<file path="config.mk">
export PLATFORM = sky130hd
export DESIGN_NAME = code_lock_fsm_flat
export DESIGN_NICKNAME = d
export VERILOG_FILES = /design/src/rtl/code_lock_fsm_if.sv /design/src/rtl/code_lock_fsm.sv /design/src/flat_wrapper.sv
export SDC_FILE = /design/constraint.sdc
export NUM_CORES = 1
export LEC_CHECK = 0
export CAP_MARGIN = 20
export CELL_PAD_IN_SITES_DETAIL_PLACEMENT = 1
export CELL_PAD_IN_SITES_GLOBAL_PLACEMENT = 2
export CORE_ASPECT_RATIO = 2
export CORE_UTILIZATION = 37
export DETAILED_ROUTE_END_ITERATION = 8
export GPL_TIMING_DRIVEN = 0
export PLACE_DENSITY_LB_ADDON = 0.15
export SLEW_MARGIN = 10
export SYNTH_ARGS = -nofsm -noshare
export SYNTH_HDL_FRONTEND = slang
export SYNTH_SLANG_ARGS = --single-unit
</file>
<file path="constraint.sdc">
create_clock -name clk -period 4.14 [get_ports clk]
set_clock_uncertainty 0.05 [all_clocks]
set_input_delay 0.621 -clock clk [delete_from_list [all_inputs] [get_ports clk]]
set_output_delay 0.621 -clock clk [all_outputs]
set_load 0.01 [all_outputs]
</file>
<file path="src/rtl/code_lock_fsm_if.sv">
// Keypad lock bus: debounced switch/button inputs toward the controller,
// lock status and seven-segment text back toward the board.
interface code_lock_fsm_if #(
    parameter int unsigned DIGIT_W   = 4,
    parameter int unsigned MAX_TRIES = 3
);
    localparam int unsigned TRIES_W = $clog2(MAX_TRIES + 1);

    logic [DIGIT_W-1:0] sw;
    logic               enter_n;
    logic               clear_n;
    logic               unlocked;
    logic               alarm;
    logic [TRIES_W-1:0] tries_left;
    logic [6:0]         hex3;
    logic [6:0]         hex2;
    logic [6:0]         hex1;
    logic [6:0]         hex0;

    modport master (
        output sw, enter_n, clear_n,
        input  unlocked, alarm, tries_left, hex3, hex2, hex1, hex0
    );

    modport slave (
        input  sw, enter_n, clear_n,
        output unlocked, alarm, tries_left, hex3, hex2, hex1, hex0
    );
endinterface

</file>
<file path="src/rtl/code_lock_fsm.sv">
// Multi-digit keypad lock: digit entry, code compare, timed open window and
// status text on four HEX digits. Define LOCKOUT_EN for failed-attempt lockout.
module code_lock_fsm #(
    parameter int unsigned               DIGITS      = 4,
    parameter int unsigned               DIGIT_W     = 4,
    parameter logic [DIGITS*DIGIT_W-1:0] CODE        = 16'h1905,
    parameter int unsigned               MAX_TRIES   = 3,
    parameter int unsigned               OPEN_CYCLES = 250_000_000,
    parameter int unsigned               LOCK_CYCLES = 500_000_000
) (
    input  logic            clk,
    input  logic            reset,
    code_lock_fsm_if.slave  bus
);
    localparam int unsigned CODE_W    = DIGITS * DIGIT_W;
    localparam int unsigned CNT_W     = $clog2(DIGITS + 1);
    localparam int unsigned TRIES_W   = $clog2(MAX_TRIES + 1);
    localparam int unsigned TIMER_MAX = (OPEN_CYCLES > LOCK_CYCLES) ? OPEN_CYCLES : LOCK_CYCLES;
    localparam int unsigned TIMER_W   = (TIMER_MAX > 1) ? $clog2(TIMER_MAX) : 1;
    localparam int unsigned VIEW_BASE = (DIGITS > 4) ? DIGITS - 4 : 0;

    localparam logic [2:0] S_IDLE    = 3'd0;
    localparam logic [2:0] S_ENTRY   = 3'd1;
    localparam logic [2:0] S_CHECK   = 3'd2;
    localparam logic [2:0] S_OPEN    = 3'd3;
    localparam logic [2:0] S_FAIL    = 3'd4;
`ifdef LOCKOUT_EN
    localparam logic [2:0] S_LOCKOUT = 3'd5;
`endif

    localparam logic [6:0] SEG_DASH  = 7'b0111111;
    localparam logic [6:0] SEG_UNDER = 7'b1110111;
    localparam logic [6:0] SEG_BLANK = 7'h7F;
    localparam logic [3:0][6:0] TXT_OPEN = {7'b1000000, 7'b0001100, 7'b0000110, 7'b0101011};
    localparam logic [3:0][6:0] TXT_FAIL = {7'b0000110, 7'b0101111, 7'b0101111, 7'b0100011};
`ifdef LOCKOUT_EN
    localparam logic [3:0][6:0] TXT_LOCK = {7'b1000111, 7'b1000000, 7'b1000110, 7'b0111111};
`endif

    logic [2:0]         enter_sh, clear_sh;
    logic               enter_p, clear_p;
    logic [2:0]         state_q, state_d;
    logic [CNT_W-1:0]   count_q, count_d;
    logic [CODE_W-1:0]  code_q, code_d, code_shift;
    logic [TIMER_W-1:0] timer_q, timer_d;
    logic               unlocked_q;
    logic [3:0][6:0]    hex_q, hex_d;
    logic [6:0]         seg;
    int unsigned        pos;
`ifdef LOCKOUT_EN
    logic [TRIES_W-1:0] tries_q, tries_d;
    logic               alarm_q;
`endif

    // Two sync flops plus one history flop; a press is the 1->0 step of the synced level.
    always_ff @(posedge clk) begin
        if (!reset) begin
            enter_sh <= '1;
            clear_sh <= '1;
        end else begin
            enter_sh <= {enter_sh[1:0], bus.enter_n};
            clear_sh <= {clear_sh[1:0], bus.clear_n};
        end
    end

    assign enter_p = enter_sh[2] & ~enter_sh[1];
    assign clear_p = clear_sh[2] & ~clear_sh[1];

    always_comb begin
        state_d    = state_q;
        count_d    = count_q;
        code_d     = code_q;
        timer_d    = timer_q;
`ifdef LOCKOUT_EN
        tries_d    = tries_q;
`endif
        code_shift = (code_q << DIGIT_W) | CODE_W'(bus.sw);
        case (state_q)
            S_IDLE: begin
                if (!clear_p && enter_p) begin
                    code_d  = code_shift;
                    count_d = CNT_W'(1);
                    state_d = (DIGITS == 1) ? S_CHECK : S_ENTRY;
                end
            end
            S_ENTRY: begin
                if (clear_p) begin
                    state_d = S_IDLE;
                    count_d = '0;
                    code_d  = '0;
                end else if (enter_p) begin
                    code_d  = code_shift;
                    count_d = count_q + CNT_W'(1);
                    if (count_q == CNT_W'(DIGITS - 1))
                        state_d = S_CHECK;
                end
            end
            S_CHECK: begin
                count_d = '0;
                code_d  = '0;
                if (code_q == CODE) begin
                    state_d = S_OPEN;
                    timer_d = TIMER_W'(OPEN_CYCLES - 1);
`ifdef LOCKOUT_EN
                    tries_d = TRIES_W'(MAX_TRIES);
`endif
                end else begin
`ifdef LOCKOUT_EN
                    tries_d = tries_q - TRIES_W'(1);
                    if (tries_q == TRIES_W'(1)) begin
                        state_d = S_LOCKOUT;
                        timer_d = TIMER_W'(LOCK_CYCLES - 1);
                    end else begin
                        state_d = S_FAIL;
                    end
`else
                    state_d = S_FAIL;
`endif
                end
            end
            S_OPEN: begin
                if (timer_q == '0)
                    state_d = S_IDLE;
                else
                    timer_d = timer_q - TIMER_W'(1);
            end
            S_FAIL: begin
                if (enter_p || clear_p)
                    state_d = S_IDLE;
            end
`ifdef LOCKOUT_EN
            S_LOCKOUT: begin
                if (timer_q == '0) begin
                    state_d = S_IDLE;
                    tries_d = TRIES_W'(MAX_TRIES);
                end else begin
                    timer_d = timer_q - TIMER_W'(1);
                end
            end
`endif
            default: state_d = S_IDLE;
        endcase
    end

    // Display is derived from the next state so text changes on the same edge as the state.
    always_comb begin
        hex_d = {4{SEG_DASH}};
        seg   = SEG_BLANK;
        pos   = 0;
        case (state_d)
            S_ENTRY, S_CHECK: begin
                for (int unsigned i = 0; i < 4; i++) begin
                    pos   = VIEW_BASE + i;
                    seg   = (pos < DIGITS && pos < 32'(count_d)) ? SEG_UNDER : SEG_BLANK;
                    hex_d = {hex_d[2:0], seg};
                end
            end
            S_OPEN:    hex_d = TXT_OPEN;
            S_FAIL:    hex_d = TXT_FAIL;
`ifdef LOCKOUT_EN
            S_LOCKOUT: hex_d = TXT_LOCK;
`endif
            default:   hex_d = {4{SEG_DASH}};
        endcase
    end

    always_ff @(posedge clk) begin
        if (!reset) begin
            state_q    <= S_IDLE;
            count_q    <= '0;
            code_q     <= '0;
            timer_q    <= '0;
            unlocked_q <= 1'b0;
            hex_q      <= {4{SEG_DASH}};
        end else begin
            state_q    <= state_d;
            count_q    <= count_d;
            code_q     <= code_d;
            timer_q    <= timer_d;
            unlocked_q <= (state_d == S_OPEN);
            hex_q      <= hex_d;
        end
    end

`ifdef LOCKOUT_EN
    always_ff @(posedge clk) begin
        if (!reset) begin
            tries_q <= TRIES_W'(MAX_TRIES);
            alarm_q <= 1'b0;
        end else begin
            tries_q <= tries_d;
            alarm_q <= (state_d == S_LOCKOUT);
        end
    end

    assign bus.tries_left = tries_q;
    assign bus.alarm      = alarm_q;
`else
    assign bus.tries_left = TRIES_W'(MAX_TRIES);
    assign bus.alarm      = 1'b0;
`endif

    assign bus.unlocked = unlocked_q;
    assign bus.hex3     = hex_q[3];
    assign bus.hex2     = hex_q[2];
    assign bus.hex1     = hex_q[1];
    assign bus.hex0     = hex_q[0];
endmodule

</file>
<file path="src/flat_wrapper.sv">
// flat-port wrapper written by rule: the top's interface ports become plain ports
module code_lock_fsm_flat 
#(
    parameter int unsigned               DIGITS      = 4,
    parameter int unsigned               DIGIT_W     = 4,
    parameter logic [DIGITS*DIGIT_W-1:0] CODE        = 16'h1905,
    parameter int unsigned               MAX_TRIES   = 3,
    parameter int unsigned               OPEN_CYCLES = 250_000_000,
    parameter int unsigned               LOCK_CYCLES = 500_000_000
)
  (clk, reset, bus_sw, bus_enter_n, bus_clear_n, bus_unlocked, bus_alarm, bus_tries_left, bus_hex3, bus_hex2, bus_hex1, bus_hex0);
  code_lock_fsm_if #(.DIGIT_W(DIGIT_W), .MAX_TRIES(MAX_TRIES)) bus_i ();
  input  logic clk;
  input  logic reset;
  input wire logic [$bits(bus_i.sw)-1:0] bus_sw;
  input wire logic [$bits(bus_i.enter_n)-1:0] bus_enter_n;
  input wire logic [$bits(bus_i.clear_n)-1:0] bus_clear_n;
  output wire logic [$bits(bus_i.unlocked)-1:0] bus_unlocked;
  output wire logic [$bits(bus_i.alarm)-1:0] bus_alarm;
  output wire logic [$bits(bus_i.tries_left)-1:0] bus_tries_left;
  output wire logic [$bits(bus_i.hex3)-1:0] bus_hex3;
  output wire logic [$bits(bus_i.hex2)-1:0] bus_hex2;
  output wire logic [$bits(bus_i.hex1)-1:0] bus_hex1;
  output wire logic [$bits(bus_i.hex0)-1:0] bus_hex0;
  assign bus_i.sw = bus_sw;
  assign bus_i.enter_n = bus_enter_n;
  assign bus_i.clear_n = bus_clear_n;
  assign bus_unlocked = bus_i.unlocked;
  assign bus_alarm = bus_i.alarm;
  assign bus_tries_left = bus_i.tries_left;
  assign bus_hex3 = bus_i.hex3;
  assign bus_hex2 = bus_i.hex2;
  assign bus_hex1 = bus_i.hex1;
  assign bus_hex0 = bus_i.hex0;
  code_lock_fsm #(.DIGITS(DIGITS), .DIGIT_W(DIGIT_W), .CODE(CODE), .MAX_TRIES(MAX_TRIES), .OPEN_CYCLES(OPEN_CYCLES), .LOCK_CYCLES(LOCK_CYCLES)) u_core (.clk(clk), .reset(reset), .bus(bus_i));
endmodule
</file>
==> Yosys cells after proc, flatten, opt, wreduce, memory -nomap -nowiden <==
Index checks and enable logic that the tools add are counted.
{ "classes": {"add_sub_neg": 2, "order_cmp": 4, "eq_ne": 14, "n_mux": 24, "bitwise_logic": 5, "n_reduce_logical": 10} }
{ "ops": {"columns": ["op", "n"], "rows": [
  ["28-bit one-hot mux with 3 select lines", 1],
  ["29-bit two-way mux", 2],
  ["29-bit one-hot mux with 2 select lines", 1],
  ["16-bit two-way mux", 3],
  ["16-bit one-hot mux with 3 select lines", 1],
  ["3-bit two-way mux", 10],
  ["29-bit logical NOT", 1],
  ["29-bit by 1-bit subtractor with 29-bit output (second input constant)", 1],
  ["16-bit by 13-bit equality test with 1-bit output (second input constant)", 1],
  ["4-bit two-way mux", 4],
  ["16-bit by 4-bit bitwise OR with 16-bit output", 1],
  ["3-bit by 2-bit equality test with 1-bit output (second input constant)", 5],
  ["3-bit one-hot mux with 5 select lines", 1],
  ["3-bit one-hot mux with 3 select lines", 1],
  ["3-bit by 1-bit equality test with 1-bit output (second input constant)", 2],
  ["3-bit equality test (second input constant)", 2],
  ["1-bit by 3-bit < comparator with 1-bit output (first input constant)", 2],
  ["2-bit by 3-bit < comparator with 1-bit output (first input constant)", 2],
  ["3-bit AND reduction", 2],
  ["2-bit by 1-bit inequality test with 1-bit output (second input constant)", 2],
  ["3-bit by 1-bit adder with 3-bit output (second input constant)", 1],
  ["3-bit logical NOT", 1],
  ["3-bit by 1-bit inequality test with 1-bit output (second input constant)", 1],
  ["3-bit nonzero test", 1],
  ["other kinds (8)", 10]
]} }
{ "totals": {"reg_bits": 86, "in_bits": 8, "output_inout_bits": 32, "elab_cells": 70} }

==> Logic depth before layout (Yosys ltp) <==
{ "logic_depth": {"word_depth": 9, "mapped_depth": 8, "ltp_nobuf": 7} }

==> Worst setup path after synthesis <==
Ideal clock, no wire load.
{ "synth_timing": {"path_kind": "reg2reg", "startpoint": "register u_core.count_q[0]", "endpoint": "register u_core.hex_q, in the netlist u_core.bus.hex3[3]", "setup_ns": 0.093, "arrival_ns": 1.935, "required_time_ns": 3.997, "slack_ns": 2.062, "stages_incl_launch_ff": 8, "n_path_buf": 0, "period_less_slack_ns": 2.078, "cell_sequence": "dfxtp_1 -> ha_1 -> ha_1 -> nor2b_1 -> and4_1 -> a211oi_1 -> or4bb_1 -> o311ai_2"} }
{ "synth_between": {"elab_chain_cells": 8, "word_cells_on_any_way": 18, "cone_classes": "add/sub: 1; order compare: 1; eq/ne: 5; mux: 10; reduce/logical: 1"} }
{ "synth_lines": {"columns": ["item", "line", "text"], "rows": [
  ["start, declared", "code_lock_fsm.sv:43", "logic [CNT_W-1:0] count_q, count_d;"],
  ["start signal, assigned", "code_lock_fsm.sv:177", "count_q <= count_d;"],
  ["parallel branches: the longest is 7 deep, another holds 3-bit by 1-bit adder with 3-bit output", null, null],
  ["28-bit one-hot mux with 3 select lines *", "code_lock_fsm.sv:150", "case (state_d)"],
  ["end signal, assigned", "code_lock_fsm.sv:174", "hex_q <= {4{SEG_DASH}};"],
  ["end, declared", "code_lock_fsm.sv:47", "logic [3:0][6:0] hex_q, hex_d;"]
]} }
Every way passes the cells marked *.
A chain may end at the register's enable or synchronous reset.

==> Worst setup path in the final report <==
{ "layout_timing": {"startpoint": "register u_core.timer_q[0]", "endpoint": "register u_core.hex_q, in the netlist u_core.bus.hex3[5]"} }
{ "layout_between": {"elab_chain_cells": 6, "word_cells_on_any_way": 9, "cone_classes": "eq/ne: 4; mux: 3; reduce/logical: 2"} }
{ "layout_lines": {"columns": ["item", "line", "text"], "rows": [
  ["start, declared", "code_lock_fsm.sv:45", "logic [TIMER_W-1:0] timer_q, timer_d;"],
  ["start signal, assigned", "code_lock_fsm.sv:179", "timer_q <= timer_d;"],
  ["29-bit logical NOT *", "code_lock_fsm.sv:122", "if (timer_q == '0)"],
  ["3-bit two-way mux *", "code_lock_fsm.sv:122", null],
  ["3-bit one-hot mux with 5 select lines *", "code_lock_fsm.sv:78", "case (state_q)"],
  ["3-bit by 1-bit equality test with 1-bit output or 3-bit by 2-bit equality test with 1-bit output (tied branches)", "code_lock_fsm.sv:150", null],
  ["2-bit OR reduction", "code_lock_fsm.sv:150", null],
  ["28-bit one-hot mux with 3 select lines *", "code_lock_fsm.sv:150", null]
]} }
Mark *: on every way between the ends. The rest lies on a longest branch, timed or not.

==> impl_metrics.prom <==
# TYPE chip_impl_metric gauge
chip_impl_metric{name="synth-warning-count",unit=""} 0
chip_impl_info{name="run_status",value="finished, final reports clean"} 1
chip_impl_metric{name="timing.fmax",unit="GHz"} 0.3853
chip_impl_metric{name="post_route_cells_drive_above_1_share",unit=""} 0.1730
chip_impl_metric{name="power.density_cell_area",unit="nW/um^2"} 365.2
chip_impl_metric{name="rows",unit=""} 49
chip_impl_metric{name="period_needed",unit="ns"} 2.595
chip_impl_metric{name="required",unit="ns"} 4.31
chip_impl_metric{name="dpl_worst_slack",unit="ns"} 1.533
chip_impl_metric{name="finalWirelength",unit="um"} 10120
chip_impl_info{name="hold_path_class",value="register to register"} 1
chip_impl_metric{name="first_pass_grt_wire_length",unit="um"} 16150
chip_impl_metric{name="timing.slew.headroom",unit=""} 0.3420
chip_impl_metric{name="initial_utilization",unit=""} 0.3800
chip_impl_metric{name="vias_per_cell",unit=""} 5.821
chip_impl_metric{name="global_route.overflow_total",unit=""} 0
chip_impl_metric{name="share_of_synthesized_area_occupied_by_flip_flops_and_latches",unit=""} 0.3858
chip_impl_metric{name="place.detailed.hpwl",unit="um"} 7692
chip_impl_info{name="crit_path_start",value="u_core.timer_q[0]"} 1
chip_impl_metric{name="drt_pass1_iterations",unit=""} 4
chip_impl_metric{name="final_max_slew_viol_count",unit=""} 0
chip_impl_metric{name="clk-insertion-delay-late",unit="ns"} 0.34
chip_impl_metric{name="postRouteAntennaNets",unit=""} 0
chip_impl_metric{name="ir_drop",unit="mV"} 0.2809
chip_impl_metric{name="io-pin-count",unit=""} 40
chip_impl_metric{name="min_period_over_period",unit=""} 0.6269
chip_impl_info{name="endpoint_kind",value="register"} 1
chip_impl_metric{name="tritoncts_num_sinks",unit=""} 66
chip_impl_metric{name="hold_buffers",unit=""} 0
chip_impl_metric{name="die_height",unit="um"} 138.1
chip_impl_metric{name="cts_inserted_buffers",unit=""} 9
chip_impl_metric{name="ctsResizeCount",unit=""} 0
chip_impl_metric{name="number_of_global_route_vias_before_repair",unit=""} 3233
chip_impl_metric{name="post-layout-total-power",unit="uW"} 1532
chip_impl_metric{name="antenna_cells_inserted",unit=""} 0
chip_impl_metric{name="finalWorstSetupSlack",unit="ns"} 1.545
chip_impl_metric{name="synthArstFlopShare",unit=""} 0
chip_impl_metric{name="cts_max_path_buffers",unit=""} 2
chip_impl_metric{name="route.vias.total",unit=""} 3050
chip_impl_metric{name="fp.dieArea",unit="sq um"} 9667
chip_impl_metric{name="setup_viol_count_final",unit=""} 0
chip_impl_info{name="clock-root-buffer",value="clkbuf_16"} 1
chip_impl_metric{name="power_report.internal_total",unit="uW"} 1192
chip_impl_metric{name="drc_marker_count_from_the_first_detailed_route_iteration",unit=""} 100
chip_impl_metric{name="finish.net_count",unit=""} 428
chip_impl_info{name="category_of_cells_accounting_for_the_largest_share_of_critical_path_delay",value="compound AO/OA/AOI/OAI gates"} 1
chip_impl_metric{name="postCtsSetupBuffers",unit=""} 0
chip_impl_metric{name="slowest_delay",unit="ns"} 0.51
chip_impl_metric{name="synth_area",unit="sq um"} 3425
chip_impl_metric{name="cp_data_arrival_time",unit="ns"} 2.77
chip_impl_info{name="cts_tree",value="built"} 1
chip_impl_metric{name="cap_viol_max_count",unit=""} 0
chip_impl_metric{name="power.share.switching",unit=""} 0.2223
chip_impl_metric{name="cp_max_fo",unit=""} 10
chip_impl_info{name="postSynth.topFlopCell",value="dfxtp_1"} 1
chip_impl_info{name="startpoint_type",value="register"} 1
chip_impl_metric{name="power.sequential.fraction",unit=""} 0.422
chip_impl_metric{name="worst_setup_hold_path_clk_slew",unit="ns"} 0.06
chip_impl_metric{name="finalHoldViolations",unit=""} 0
chip_impl_metric{name="pwr-share-comb",unit=""} 0.053
chip_impl_metric{name="timing_worst_slew_pin_value",unit="ns"} 0.9804
chip_impl_metric{name="total_leakage_power",unit="uW"} 0.001629
chip_impl_metric{name="fin_tns_setup",unit="ns"} 0
chip_impl_metric{name="wl_per_cell",unit="um"} 19.32
chip_impl_metric{name="grt_start_max_net_pins",unit=""} 12
chip_impl_metric{name="antenna_found_initial",unit=""} 0
chip_impl_info{name="critical_path.slowest_cell",value="o311ai_1"} 1
chip_impl_info{name="timing.setup.critical_path_class",value="register to register"} 1
chip_impl_metric{name="synth-seq-cells",unit=""} 66
chip_impl_metric{name="numPortBuffers",unit=""} 30
chip_impl_info{name="hold_path_startpoint",value="u_core.enter_sh[0]"} 1
chip_impl_info{name="critical_path.reg2reg.startpoint",value="u_core.timer_q[0]"} 1
chip_impl_metric{name="syn_inst",unit=""} 369
chip_impl_metric{name="core-area",unit="sq um"} 9012
chip_impl_metric{name="synth.lib_cells_used.distinct",unit=""} 70
chip_impl_metric{name="chipWidth",unit="um"} 70.03
chip_impl_metric{name="cts_htree_levels",unit=""} 3
chip_impl_metric{name="place.gp.congestion",unit=""} 0.8376
chip_impl_metric{name="share_clk_of_total_power",unit=""} 0.525
chip_impl_metric{name="synthesized_area_divided_by_synthesized_cell_count",unit="sq um"} 9.281
chip_impl_metric{name="path_buf_inv",unit=""} 2
chip_impl_metric{name="drt_drc_violations_left",unit=""} 0
chip_impl_metric{name="power_switching",unit="uW"} 340.5
chip_impl_info{name="cp_cell_sequence",value="inv_1, ha_1, nor4b_4, nand3_2, o311ai_1, buf_4, nand2_2, o21ai_0"} 1
chip_impl_info{name="rsz0062_at_grt",value="no"} 1
chip_impl_metric{name="synth_enable_flop_cells",unit=""} 0
chip_impl_metric{name="area.growth.synth_to_final",unit="%"} 22.51
chip_impl_metric{name="track_usage",unit=""} 0.2153
[cells in the mapped netlist, types with 4 or more instances]
cell type | n | area [sq um]
a2111o_1 | 5 | 56.30
clkbuf_1 | 9 | 33.78
o31a_1 | 4 | 35.03
a31oi_1 | 10 | 62.56
dfxtp_1 | 66 | 1321
inv_1 | 9 | 33.78
and3_1 | 4 | 25.02
a22oi_1 | 16 | 120.1
o311a_1 | 4 | 40.04
or2_2 | 4 | 25.02
nand2_1 | 10 | 37.54
nor2_1 | 37 | 138.9
o41ai_1 | 7 | 61.31
o31ai_1 | 11 | 82.58
nand3_1 | 8 | 40.04
or4_1 | 11 | 82.58
nor4_1 | 4 | 25.02
a21oi_1 | 14 | 70.07
nor3_1 | 15 | 75.07
nand2b_1 | 12 | 75.07
buf_4 | 25 | 187.7
o21ai_0 | 6 | 30.03
[registers in the layout (all words and copies together) (netlist names)]
signal and cells:
u_core.bus.hex0 1, u_core.code_q 16, u_core.state_q 3, u_core.bus.unlocked 1
u_core.bus.hex1 1, u_core.bus.hex3 4, u_core.timer_q 29, u_core.bus.hex2 2
u_core.count_q 3, u_core.enter_sh 3, u_core.clear_sh 3
[stage by stage]
step                      area, sq um  instances  utilization  hold WS [ns]
after floorplan                  3451        376            -        0.3363
after detailed placement         3879        508       0.4304        0.3503
final                            4195        524       0.4655        0.3563
after global routing             4195        524       0.4655        0.3836
after CTS                        4195        524       0.4655        0.3610
after global placement           3879        508       0.4304        0.3467
[path summary, 6_finish.rpt]
path                        endpoint  slack (ns)  depth (start not counted)
setup / recovery  u_core.bus.hex3[5]        1.54                          8
hold / removal    u_core.enter_sh[1]        0.36                          1
setup reg to reg  u_core.bus.hex3[5]        1.54                          8
hold reg to reg   u_core.enter_sh[1]        0.36                          1
[routing by layer]
layer,part of all wire,wire length [um],GRT usage
met3,0.022,226,0.04300
met2,0.59,6014,0.4307
met5,0,0,0
met4,0.026,263,0.09579
met1,0.36,3617,0.1994
[layout by cell type (no fill, tap or decap), types with 4 or more instances in the layout]
cell type and instances:
nor2_1 37, clkbuf_16 9, conb_1 9, clkbuf_1 10, o41ai_1 7, nand3_1 8
a22oi_1 16, or2_2 4, a31oi_1 10, o21ai_0 6, nand2_1 10, nor3_1 15
clkdlybuf4s50_1 30, or4_1 11, inv_1 9, dfxtp_1 66, buf_4 25, and3_1 4
nor4_1 4, a2111o_1 5, o31a_1 4, o311a_1 4, a21oi_1 14, o31ai_1 11
nand2b_1 12
[final cells by class]
| class | instances | area (sq um) |
|---|---|---|
| clock inverter | 3 | 46.29 |
| buffer | 41 | 274.0 |
| fill | 1042 | 4817 |
| tap | 102 | 127.6 |
| sequential | 66 | 1321 |
| inverter | 10 | 37.54 |
| timing repair buffer | 30 | 300.3 |
| multi-input combinational | 259 | 1818 |
| clock buffer | 13 | 270.3 |
[power by group through the flow]
stage / clock network (uW) / logic (uW) / registers (uW)
floorplan: 0 / 50.4 / 660
CTS: 820 / 81.2 / 647
detailed placement: 0 / 80.7 / 661
global placement: 0 / 80.2 / 661
global route: 851 / 88.0 / 647
finish: 804 / 80.5 / 647
[logic make-up after synthesis]
logic type / synth area share
AO/OA/AOI/OAI: 0.2360
AND/OR/NAND/NOR: 0.2711
flip-flops: 0.3858
multiplexers: 0.002923
other: 0.002193
buffers and inverters: 0.09097
adder cells (fa/ha/maj): 0.01096
No activity file was read; power rests on OpenSTA's default activity.
